`config.mk`:
```
export PLATFORM = sky130hd
export DESIGN_NAME = cpu_step_ctrl
export DESIGN_NICKNAME = d
export VERILOG_FILES = /design/src/rtl/cpu_step_ctrl_pkg.sv /design/src/rtl/cpu_step_ctrl_tick.sv /design/src/rtl/cpu_step_ctrl.sv
export SDC_FILE = /design/constraint.sdc
export NUM_CORES = 1
export LEC_CHECK = 0
export BUFFER_PORTS_ARGS = -buffer_cell sky130_fd_sc_hd__buf_2
export CORE_AREA = 2 2 86 88
export CTS_BUF_LIST = sky130_fd_sc_hd__clkbuf_8
export DETAILED_ROUTE_END_ITERATION = 10
export DIE_AREA = 0 0 88 90
export MAX_ROUTING_LAYER = met4
export SLEW_MARGIN = 20
export SYNTH_ARGS = -nofsm -noshare
export SYNTH_HDL_FRONTEND = slang
export SYNTH_HIERARCHICAL = 1
export SYNTH_SLANG_ARGS = --single-unit
```
`constraint.sdc`:
```
create_clock -name clk -period 2.2 [get_ports clk]
set_input_delay 0.11 -clock clk [delete_from_list [all_inputs] [get_ports clk]]
set_output_delay 0.11 -clock clk [all_outputs]
set_load 0.005 [all_outputs]
```
`src/rtl/cpu_step_ctrl_pkg.sv`:
```
// Shared CPU package: state encoding, default strobe divider
// and a clog2 helper that never returns a zero width.
package cpu_step_ctrl_pkg;

    typedef enum logic [1:0] {
        ST_IDLE   = 2'd0,
        ST_RUN    = 2'd1,
        ST_HALTED = 2'd2
    } state_e;

    localparam int DIV_DEFAULT = 8;

    function automatic int clog2_min1(input int v);
        return (v <= 2) ? 1 : $clog2(v);
    endfunction

endpackage

```
`src/rtl/cpu_step_ctrl_tick.sv`:
```
// Wrap counter for the RUN-mode strobe period.
// tick marks the terminal count while counting is enabled.
module tick_gen
    import cpu_step_ctrl_pkg::*;
#(
    parameter int DIV = DIV_DEFAULT
) (
    input  logic clk,
    input  logic rst,
    input  logic clr,
    input  logic en,
    output logic tick
);

    localparam int W = clog2_min1(DIV);
    localparam logic [W-1:0] LAST = W'(DIV - 1);

    logic [W-1:0] div_cnt;

    always_ff @(posedge clk) begin
        if (rst || clr) begin
            div_cnt <= '0;
        end else if (en) begin
            div_cnt <= (div_cnt == LAST) ? '0 : div_cnt + W'(1);
        end
    end

    assign tick = en && (div_cnt == LAST);

endmodule

```
`src/rtl/cpu_step_ctrl.sv`:
```
// CPU clock-enable controller: periodic strobes in RUN,
// single strobes per step edge in IDLE, sticky HALTED.
module cpu_step_ctrl
    import cpu_step_ctrl_pkg::*;
#(
    parameter int DIV   = DIV_DEFAULT,
    parameter int CNT_W = 32
) (
    input  logic             clk,
    input  logic             rst,
    input  logic             mode_run,
    input  logic             step_req,
    input  logic             halt,
    output logic             cpu_en,
    output logic             running,
    output logic             halted,
    output logic [CNT_W-1:0] cycle_cnt
);

    state_e state;
    logic   step_q;
    logic   step_rise;
    logic   tick;
    logic   tick_clr;
    logic   tick_en;

    assign step_rise = step_req && !step_q;
    assign tick_en   = (state == ST_RUN);
    // Leaving RUN or halting resets the phase so re-entry starts at zero
    assign tick_clr  = (state != ST_RUN) || !mode_run || halt;

    tick_gen #(
        .DIV (DIV)
    ) u_tick (
        .clk  (clk),
        .rst  (rst),
        .clr  (tick_clr),
        .en   (tick_en),
        .tick (tick)
    );

    always_ff @(posedge clk) begin
        if (rst) begin
            state     <= ST_IDLE;
            step_q    <= 1'b0;
            cpu_en    <= 1'b0;
            running   <= 1'b0;
            halted    <= 1'b0;
            cycle_cnt <= '0;
        end else begin
            step_q <= step_req;
            cpu_en <= 1'b0;
            if (halt) begin
                state   <= ST_HALTED;
                running <= 1'b0;
                halted  <= 1'b1;
            end else begin
                unique case (state)
                    ST_IDLE: begin
                        if (mode_run) begin
                            state   <= ST_RUN;
                            running <= 1'b1;
                        end else if (step_rise) begin
                            cpu_en <= 1'b1;
                            if (cycle_cnt != '1)
                                cycle_cnt <= cycle_cnt + CNT_W'(1);
                        end
                    end
                    ST_RUN: begin
                        if (!mode_run) begin
                            state   <= ST_IDLE;
                            running <= 1'b0;
                        end else if (tick) begin
                            cpu_en <= 1'b1;
                            if (cycle_cnt != '1)
                                cycle_cnt <= cycle_cnt + CNT_W'(1);
                        end
                    end
                    ST_HALTED: begin
                        state <= ST_HALTED;
                    end
                    default: begin
                        state   <= ST_IDLE;
                        running <= 1'b0;
                        halted  <= 1'b0;
                    end
                endcase
            end
        end
    end

endmodule
```
# Word-level counts from Yosys, hierarchy flattened
# Index checks and enable logic that the tools add are counted.
# word_totals
wordCells,62
inputBits,5
register_bits,41
# classes
n_addsub,2
mux,21
n_bitwise,2
n_reduce_logical,15
eq_ne,14
# op_table
operator,count
$mux W32,5
$pmux W32 S2,1
$add A32 B1 Y32 const B,1
$ne A32 B32 Y1 const B,1
$ne A2 B2 Y1 const B,6
$mux W1,8
$mux W2,3
$ne A3 B3 Y1 const B,2
$pmux W2 S3,1
$reduce_and A6 Y1,1
$ne A2 B1 Y1 const B,2
$reduce_and A2 Y1,2
$add A3 B1 Y3 const B,1
$eq A3 B3 Y1 const B,1
$logic_or A1 B1 Y1,3
$mux W3,1
$pmux W1 S3,1
$reduce_and A3 Y1,1
$reduce_or A3 Y1,1
$eq A2 B1 Y1 const B,1
$eq A2 B2 Y1 const B,1
$logic_and A1 B1 Y1,2
$logic_not A1 Y1,2
$logic_not A2 Y1,1
4 further kinds,5

# Longest topological paths before layout
# Gate-level depths: netlist (run 1).
# depth
depth_word,5
ltp_mapped,9
depth_no_buf,8

# Cells and area by module
# Netlist (run 1), hierarchy kept.
# modules_own_cells
mod,cells_per_inst,area_per_inst_um2,seq_area_each_um2,instances
cpu_step_ctrl,217,1888.1,760.7,1
tick_gen,14,155.1,60.1,1

# Worst setup path after synthesis (run 1)
# OpenSTA, ideal clock, no wires.
# synth_timing
kind,flip-flop to flip-flop
from,register state[0]
to,register cycle_cnt[31]
slack_ns,0.110
path_stages_with_launch,9
t_arrival_ns,2.022
path_cell_list,dfxtp_1 -> inv_1 -> nor2_1 -> and2_1 -> and3_2 -> o21a_1 -> o2111ai_4 -> or4_1 -> a21oi_2
# synth_via
elab_chain_len,4
# synth_rtl
item,line,source
start: declaration,cpu_step_ctrl.sv:20,state_e state;
start signal: assignment,cpu_step_ctrl.sv:44,state <= ST_IDLE;
start signal: assignment,cpu_step_ctrl.sv:54,state <= ST_HALTED;
start signal: assignment,cpu_step_ctrl.sv:61,state <= ST_RUN;
$eq A2 B1 Y1,cpu_step_ctrl.sv:28,assign tick_en = (state == ST_RUN);
via tick_en,cpu_step_ctrl.sv:25,logic tick_en;
$logic_and A1 B1 Y1,cpu_step_ctrl_tick.sv:28,assign tick = en && (div_cnt == LAST);
via tick,cpu_step_ctrl.sv:23,logic tick;
$ne A2 B2 Y1 (no line),--,
$reduce_and A6 Y1 (no line),--,
end signal: assignment,cpu_step_ctrl.sv:66,cycle_cnt <= cycle_cnt + CNT_W'(1);
end signal: assignment,cpu_step_ctrl.sv:76,cycle_cnt <= cycle_cnt + CNT_W'(1);
end: declaration,cpu_step_ctrl.sv:17,output logic [CNT_W-1:0] cycle_cnt
# The timed path passes the listed nets, and every way through them passes these cells.
# A chain may end at the register's enable or synchronous reset.

# Worst setup path after layout (run 1)
# layout_timing
from,register u_tick.div_cnt[0]
to,register cycle_cnt[13]
# layout_via
elab_chain_len,4
# layout_rtl
item,line,source
start: declaration,cpu_step_ctrl_tick.sv:18,logic [W-1:0] div_cnt;
start signal: assignment,cpu_step_ctrl_tick.sv:24,div_cnt <= (div_cnt == LAST) ? '0 : div_cnt + W'(1);
$eq A3 B3 Y1,cpu_step_ctrl_tick.sv:28,
$logic_and A1 B1 Y1,cpu_step_ctrl_tick.sv:28,
via tick,cpu_step_ctrl.sv:23,
$ne A2 B2 Y1 (no line),--,
$reduce_and A6 Y1 (no line),--,
# The timed path passes the listed nets, and every way through them passes these cells.

==> impl_metrics.yaml, run 1 <==
floorplan:
  core_area_um2: 7020
  start_util_pct: 29.1
  die_w_um: 88
  rows: 31
  io_pins: 40
  die_area_um2: 7920
  die_h_um: 90
clocking:
  clock-sinks: 41
  cts_made_buffers: 5
  cts_root_buffer: "clkbuf_8"
  cts_tree: "done"
  insertion_delay_ns: 0.30
  clk_path_buf_depth: 2
  clkSlewWorstSetupHoldPaths_ns: 0.08
  cts_max_level: 2
  holdBufCountCts: 0
power:
  p_total_mw: 1.46
  internal-power_mw: 1.14
  p_leak_nw: 1.02
  seqPwrFrac_pct: 51.7
  swShare_pct: 21.8
  clkPwrFrac_pct: 44.5
  p_sw_uw: 317
  ir_drop_mv: 0.204
  p_per_area_nw_per_um2: 544
  combPwrFrac_pct: 3.8
timing:
  maxSlewViolCount: 0
  fin_crit_sh_pct: 95.5
  rsz0062_at_grt: "true"
  timing.final.ws_setup_ns: 0.0983
  fin_crit_ns: 2.10
  fmax_mhz: 476
  finClkSkew_ns: 0.0111
  slew_headroom_pct: 59.2
  finalHoldViolations: 0
  setup_tns_ns: 0
  worst_slew_pin_slew_ns: 0.611
  setup_viol: 0
drt:
  dr.pass1.iters: 4
  antenna_left: 0
  wl_um: 4950
  drt_iter0_markers: 101
  drc: 0
  post_drt_wl_per_cell_um: 12.5
  vias: 1936
  post_drt_via_cell_ratio: 4.88
worst_setup_path:
  path_max_fanout: 5
  start_kind: "flop"
  crit_arrival_ns: 2.29
  cp-end-kind: "flop"
  critPathKind: "flop to flop"
  crit_required_ns: 2.39
worst_hold_path:
  min_path_type: "primary input to flop"
synth:
  avgSynthCellArea_um2: 8.85
  syn_area_um2: 2040
  synth.distinct_cells: 46
  syn_inst: 231
  async_flop_share_pct: 0
  ys.flop_type: "dfxtp_1"
  ys_ff_latch: 41
  synth_edf_count: 0
  yosys_warnings: 6
  ys_seq_area_share_pct: 40.2
  syn-num-nets: 239
finish:
  stdcell_count: 397
  ff_latch_area_um2: 823
  nets: 305
  multi_input_area_um2: 1190
  antennaDiodeCount: 0
  drive_above_1_share_pct: 36.6
  post-route-util_pct: 38.1
  fillerInstances: 718
  area_growth_pct: 30.9
place:
  post-place-ws_ns: -0.0719
  dp.cells: 387
  port_buffers: 39
  place_congestion: 0.789
  dp_hpwl_um: 3450
global_routing:
  overflow: 0
  antenna_found_initial: 0
  grt_pass1_wl_um: 8490
  grt_usage_pct: 13.5
  grt_pass1_vias: 1798
  grt_max_degree: 33
job:
  cap_viol_max_count: 0
status:
  outcome: "finished clean"
==> repair_timing <==
action                                 in CTS  in global routing
setup buffers                               1                  0
resized for setup                           2                  6
setup endpoints to repair                  15                 21
endpoints found under the hold margin       0                  0
cloned                                      0                  1
pin swaps                                   1                  1
==> flip-flops by register name, indices dropped and copies added (netlist names) <==
| signal | flops |
|---|---|
| u_tick/div_cnt | 3 |
| halted | 1 |
| step_q | 1 |
| running | 1 |
| state | 2 |
| cycle_cnt | 32 |
| cpu_en | 1 |
==> worst paths after layout <==
path / from / endpoint / slack [ns] / cells past startpoint
worst max-delay path: u_tick/div_cnt[0] / cycle_cnt[13] / 0.1 / 9
worst min-delay path: step_req / step_q / 0.03 / 2
worst max register to register: u_tick/div_cnt[0] / cycle_cnt[13] / 0.1 / 9
worst min register to register: halted / halted / 0.49 / 2
==> area by class of cell <==
class                   count  area share [%]
flip-flops and latches     41            30.8
well taps                  99            4.63
inverters                   3           0.421
clock buffers               6            3.09
repair buffers             66            15.0
multi-input cells         180            44.6
clock inverters             2            1.40
==> layout by cell type, fill, tap and decap left out, types with 3 or more instances in the layout <==
cell type	instances
clkbuf_8	6
or4_1	3
and3_1	4
buf_2	39
o31ai_1	3
nor2_1	14
mux2_2	3
inv_1	3
o21ai_1	5
or3_1	18
nand2_1	18
dfxtp_1	39
buf_4	26
a21oi_1	20
nand3_1	9
or3_2	5
xnor2_1	3
a21oi_2	8
o21ai_0	15
nand2b_1	3
nor2b_1	4
nand4_1	8
nor3_1	5
==> power groups by stage <==
stage               combinational (mW)  sequential, mW  clock [mW]
floorplan                       0.0313           0.770           0
global placement                0.0541           0.769           0
detailed placement              0.0549           0.769           0
CTS                             0.0555           0.752       0.661
global route                    0.0629           0.753       0.695
finish                          0.0559           0.752       0.648
==> worst max-delay path: stages (launching register included) <==
cell and delay, ns:
dfxtp_2 0.33, ha_1 0.20, ha_2 0.18, and2_1 0.15
and3_2 0.20, o21a_4 0.23, buf_4 0.14, o21a_1 0.14
nand3_1 0.10, mux2_2 0.33
==> synthesized netlist by cell type (4+ instances only) <==
| library cell | instances | area [um2] |
|---|---|---|
| a21oi_1 | 20 | 100 |
| a21oi_2 | 8 | 70.1 |
| and3_1 | 4 | 25.0 |
| dfxtp_1 | 41 | 821 |
| nand2_1 | 18 | 67.6 |
| nand3_1 | 10 | 50.1 |
| nand4_1 | 8 | 50.1 |
| nor2_1 | 14 | 52.6 |
| nor2b_1 | 4 | 25.0 |
| nor3_1 | 5 | 25.0 |
| o21ai_0 | 15 | 75.1 |
| o21ai_1 | 5 | 25.0 |
| or3_1 | 18 | 113 |
| or3_2 | 5 | 37.5 |
==> cell families (layout without fill, tap and decap cells) <==
| group | count (synthesis) | in the layout | share of synthesized area [%] |
|---|---|---|---|
| AND/OR/NAND/NOR | 108 | 108 | 31.7 |
| AO/OA/AOI/OAI | 60 | 61 | 19.1 |
| flip-flops | 41 | 41 | 40.2 |
| buffers and inverters | 11 | 77 | 3.25 |
| adder cells (fa/ha/maj) | 4 | 4 | 2.33 |
| multiplexers | 4 | 4 | 2.14 |
| XOR/XNOR | 3 | 3 | 1.29 |
==> layer usage <==
metal / global-route usage (%) / vias up / share of wire [%] / wire length (um)
met2: 20.9 / 34 / 46 / 2280
li1: - / 996 / - / -
met5: - / - / 0 / 0
met3: 2.75 / 4 / 3.4 / 167
met4: 4.23 / 0 / 0.81 / 40
met1: 17.7 / 902 / 50 / 2460
==> stage by stage <==
stage	area [um2]	hold WS (ns)
2_1_floorplan	2040	0.175
3_3_place_gp	2500	0.336
3_5_place_dp	2500	0.343
4_1_cts	2640	0.0347
5_1_grt	2670	0.0336
6_report	2670	0.0346
Power figures use the tool's default switching activity.
==> inputs of run 2 (changes only) <==
==> constraint.sdc (replaced) <==
create_clock -name clk -period 2.2 [get_ports clk]
set_input_delay 0.22 -clock clk [delete_from_list [all_inputs] [get_ports clk]]
set_output_delay 0.22 -clock clk [all_outputs]
set_load 0.005 [all_outputs]
==> run 2 against run 1 <==
  * Setup slack got worse by 0.011 ns
  * Highest routed layer unchanged
  * Via count rose by 1.1%
  * Critical path type unchanged
  * Sequential power barely moved
==> impl_metrics.yaml, run 2 (same netlist as run 1, synthesis figures left out) <==
global_routing:
  grt_usage_pct: 13.3
  antenna_found_initial: 0
  overflow: 0
  grt_pass1_wl_um: 8450
  grt_pass1_vias: 1811
  grt_max_degree: 25
worst_hold_path:
  hold_start: "step_req"
  min_path_type: "primary input to flop"
  whs_endpoint: "step_q"
  hold_depth: 2
drt:
  antenna_left: 0
  drt_iter0_markers: 89
  post_drt_via_cell_ratio: 4.97
  wl_um: 4950
  post_drt_wl_per_cell_um: 12.6
  drc: 0
  vias: 1958
  dr.pass1.iters: 4
clocking:
  clk_path_buf_depth: 2
  holdBufCountCts: 0
  cts_tree: "done"
  insertion_delay_ns: 0.30
  postCtsSetupBuffers: 0
  cts_max_level: 2
  clock-sinks: 41
  cts_made_buffers: 5
  cts_root_buffer: "clkbuf_8"
  clkSlewWorstSetupHoldPaths_ns: 0.08
timing:
  setup_tns_ns: 0
  fin_crit_ns: 2.11
  setup_viol: 0
  finalHoldViolations: 0
  timing.final.ws_setup_ns: 0.0872
  maxSlewViolCount: 0
  slew_headroom_pct: 68.9
  worst_slew_pin_slew_ns: 0.466
  fmax_mhz: 473
  finClkSkew_ns: 0.00970
  fin_crit_sh_pct: 96.0
  rsz0062_at_grt: "false"
worst_setup_path:
  cp-end-kind: "flop"
  r2r-start: "u_tick/div_cnt[0]"
  r2r_end: "cycle_cnt[14]"
  start_kind: "flop"
  crit_required_ns: 2.39
  path_max_fanout: 5
  crit_arrival_ns: 2.30
  rrSetupSlack_ns: 0.09
  critPathKind: "flop to flop"
  r2r.worst_path.cells: 9
power:
  p_per_area_nw_per_um2: 495
  ir_drop_mv: 0.223
  p_leak_nw: 1.01
finish:
  largest_reg_flops: 32
  antennaDiodeCount: 0
  layout_common_cells: "dfxtp_1 (39), buf_2 (39), buf_4 (22)"
  drive_above_1_share_pct: 35.6
  post-route-util_pct: 37.6
  nets: 302
  area_growth_pct: 29.3
  reg_top3: "cycle_cnt x32, u_tick/div_cnt x3, state x2"
  top_register: "cycle_cnt"
job:
  cap_viol_max_count: 0
place:
  post-place-ws_ns: -0.0428
  place_congestion: 0.794
  port_buffers: 39
  dp_hpwl_um: 3570
floorplan:
  start_util_pct: 29.1
  io_pins: 40
  die_h_um: 90
  rows: 31
  die_area_um2: 7920
  die_w_um: 88
  core_area_um2: 7020
status:
  outcome: "finished clean"
## run 2: changes by cell type in the layout (fill, tap and decap cells not counted), sizes merged
cell / delta
buf: -3
bufinv: -1
clkbuf: -1
clkinv: +2
## run 2: final cells by class
type	count	area, um2
timing repair buffer	63	392
tap	99	124
clock inverter	3	17.5
multi-input combinational	180	1210
fill	734	4380
sequential	41	823
clock buffer	5	68.8
inverter	3	11.3
## run 2: repair_timing
action	4_1_cts	5_1_grt
gates resized for setup	1	8
pin swaps	1	2
endpoints found under the hold margin	0	0
endpoints found under the setup margin	7	23
cloned	1	0
## run 2: how the worst max path moves through the flow
| stage | startpoint | endpoint | slack [ns] |
|---|---|---|---|
| after detailed placement | u_tick/div_cnt[0] | cycle_cnt[31] | -0.04 |
| final | u_tick/div_cnt[0] | cycle_cnt[14] | 0.09 |
| after global routing | u_tick/div_cnt[0] | cycle_cnt[14] | 0.0001 |
| after CTS | u_tick/div_cnt[0] | cycle_cnt[14] | 0.01 |
| after floorplan | state[0] | cycle_cnt[31] | 0.11 |
| after global placement | u_tick/div_cnt[0] | cycle_cnt[31] | 0.04 |
## run 2: power by group
part | switching (mW) | internal (mW)
clock | 0.279 | 0.219
combinational | 0.0353 | 0.0228
sequential | 0.00466 | 0.748
## run 2: metrics by stage
step                cells  cell area (um2)  total power [mW]  hold WS, ns
floorplan             231             2040             0.802        0.285
global placement      385             2500             0.825        0.448
detailed placement    385             2500             0.826        0.464
CTS                   394             2600              1.33        0.149
global route          394             2640              1.36        0.165
finish                394             2640              1.31        0.149
## run 2: per-layer routing
layer,vias up,GRT usage [%],share of wire (%)
li1,992,-,-
met1,921,17.4,48
met2,40,21.1,47
met3,5,2.57,3.5
met4,0,3.33,0.81
met5,-,-,0
## run 2: worst max-delay path, cell delays in order (launching register included)
cell and delay (ns):
dfxtp_2 0.33, ha_1 0.20, ha_2 0.17, and2_1 0.14
and3_2 0.20, o21a_4 0.24, buf_4 0.15, o211a_1 0.15
nand3_1 0.10, mux2_2 0.33
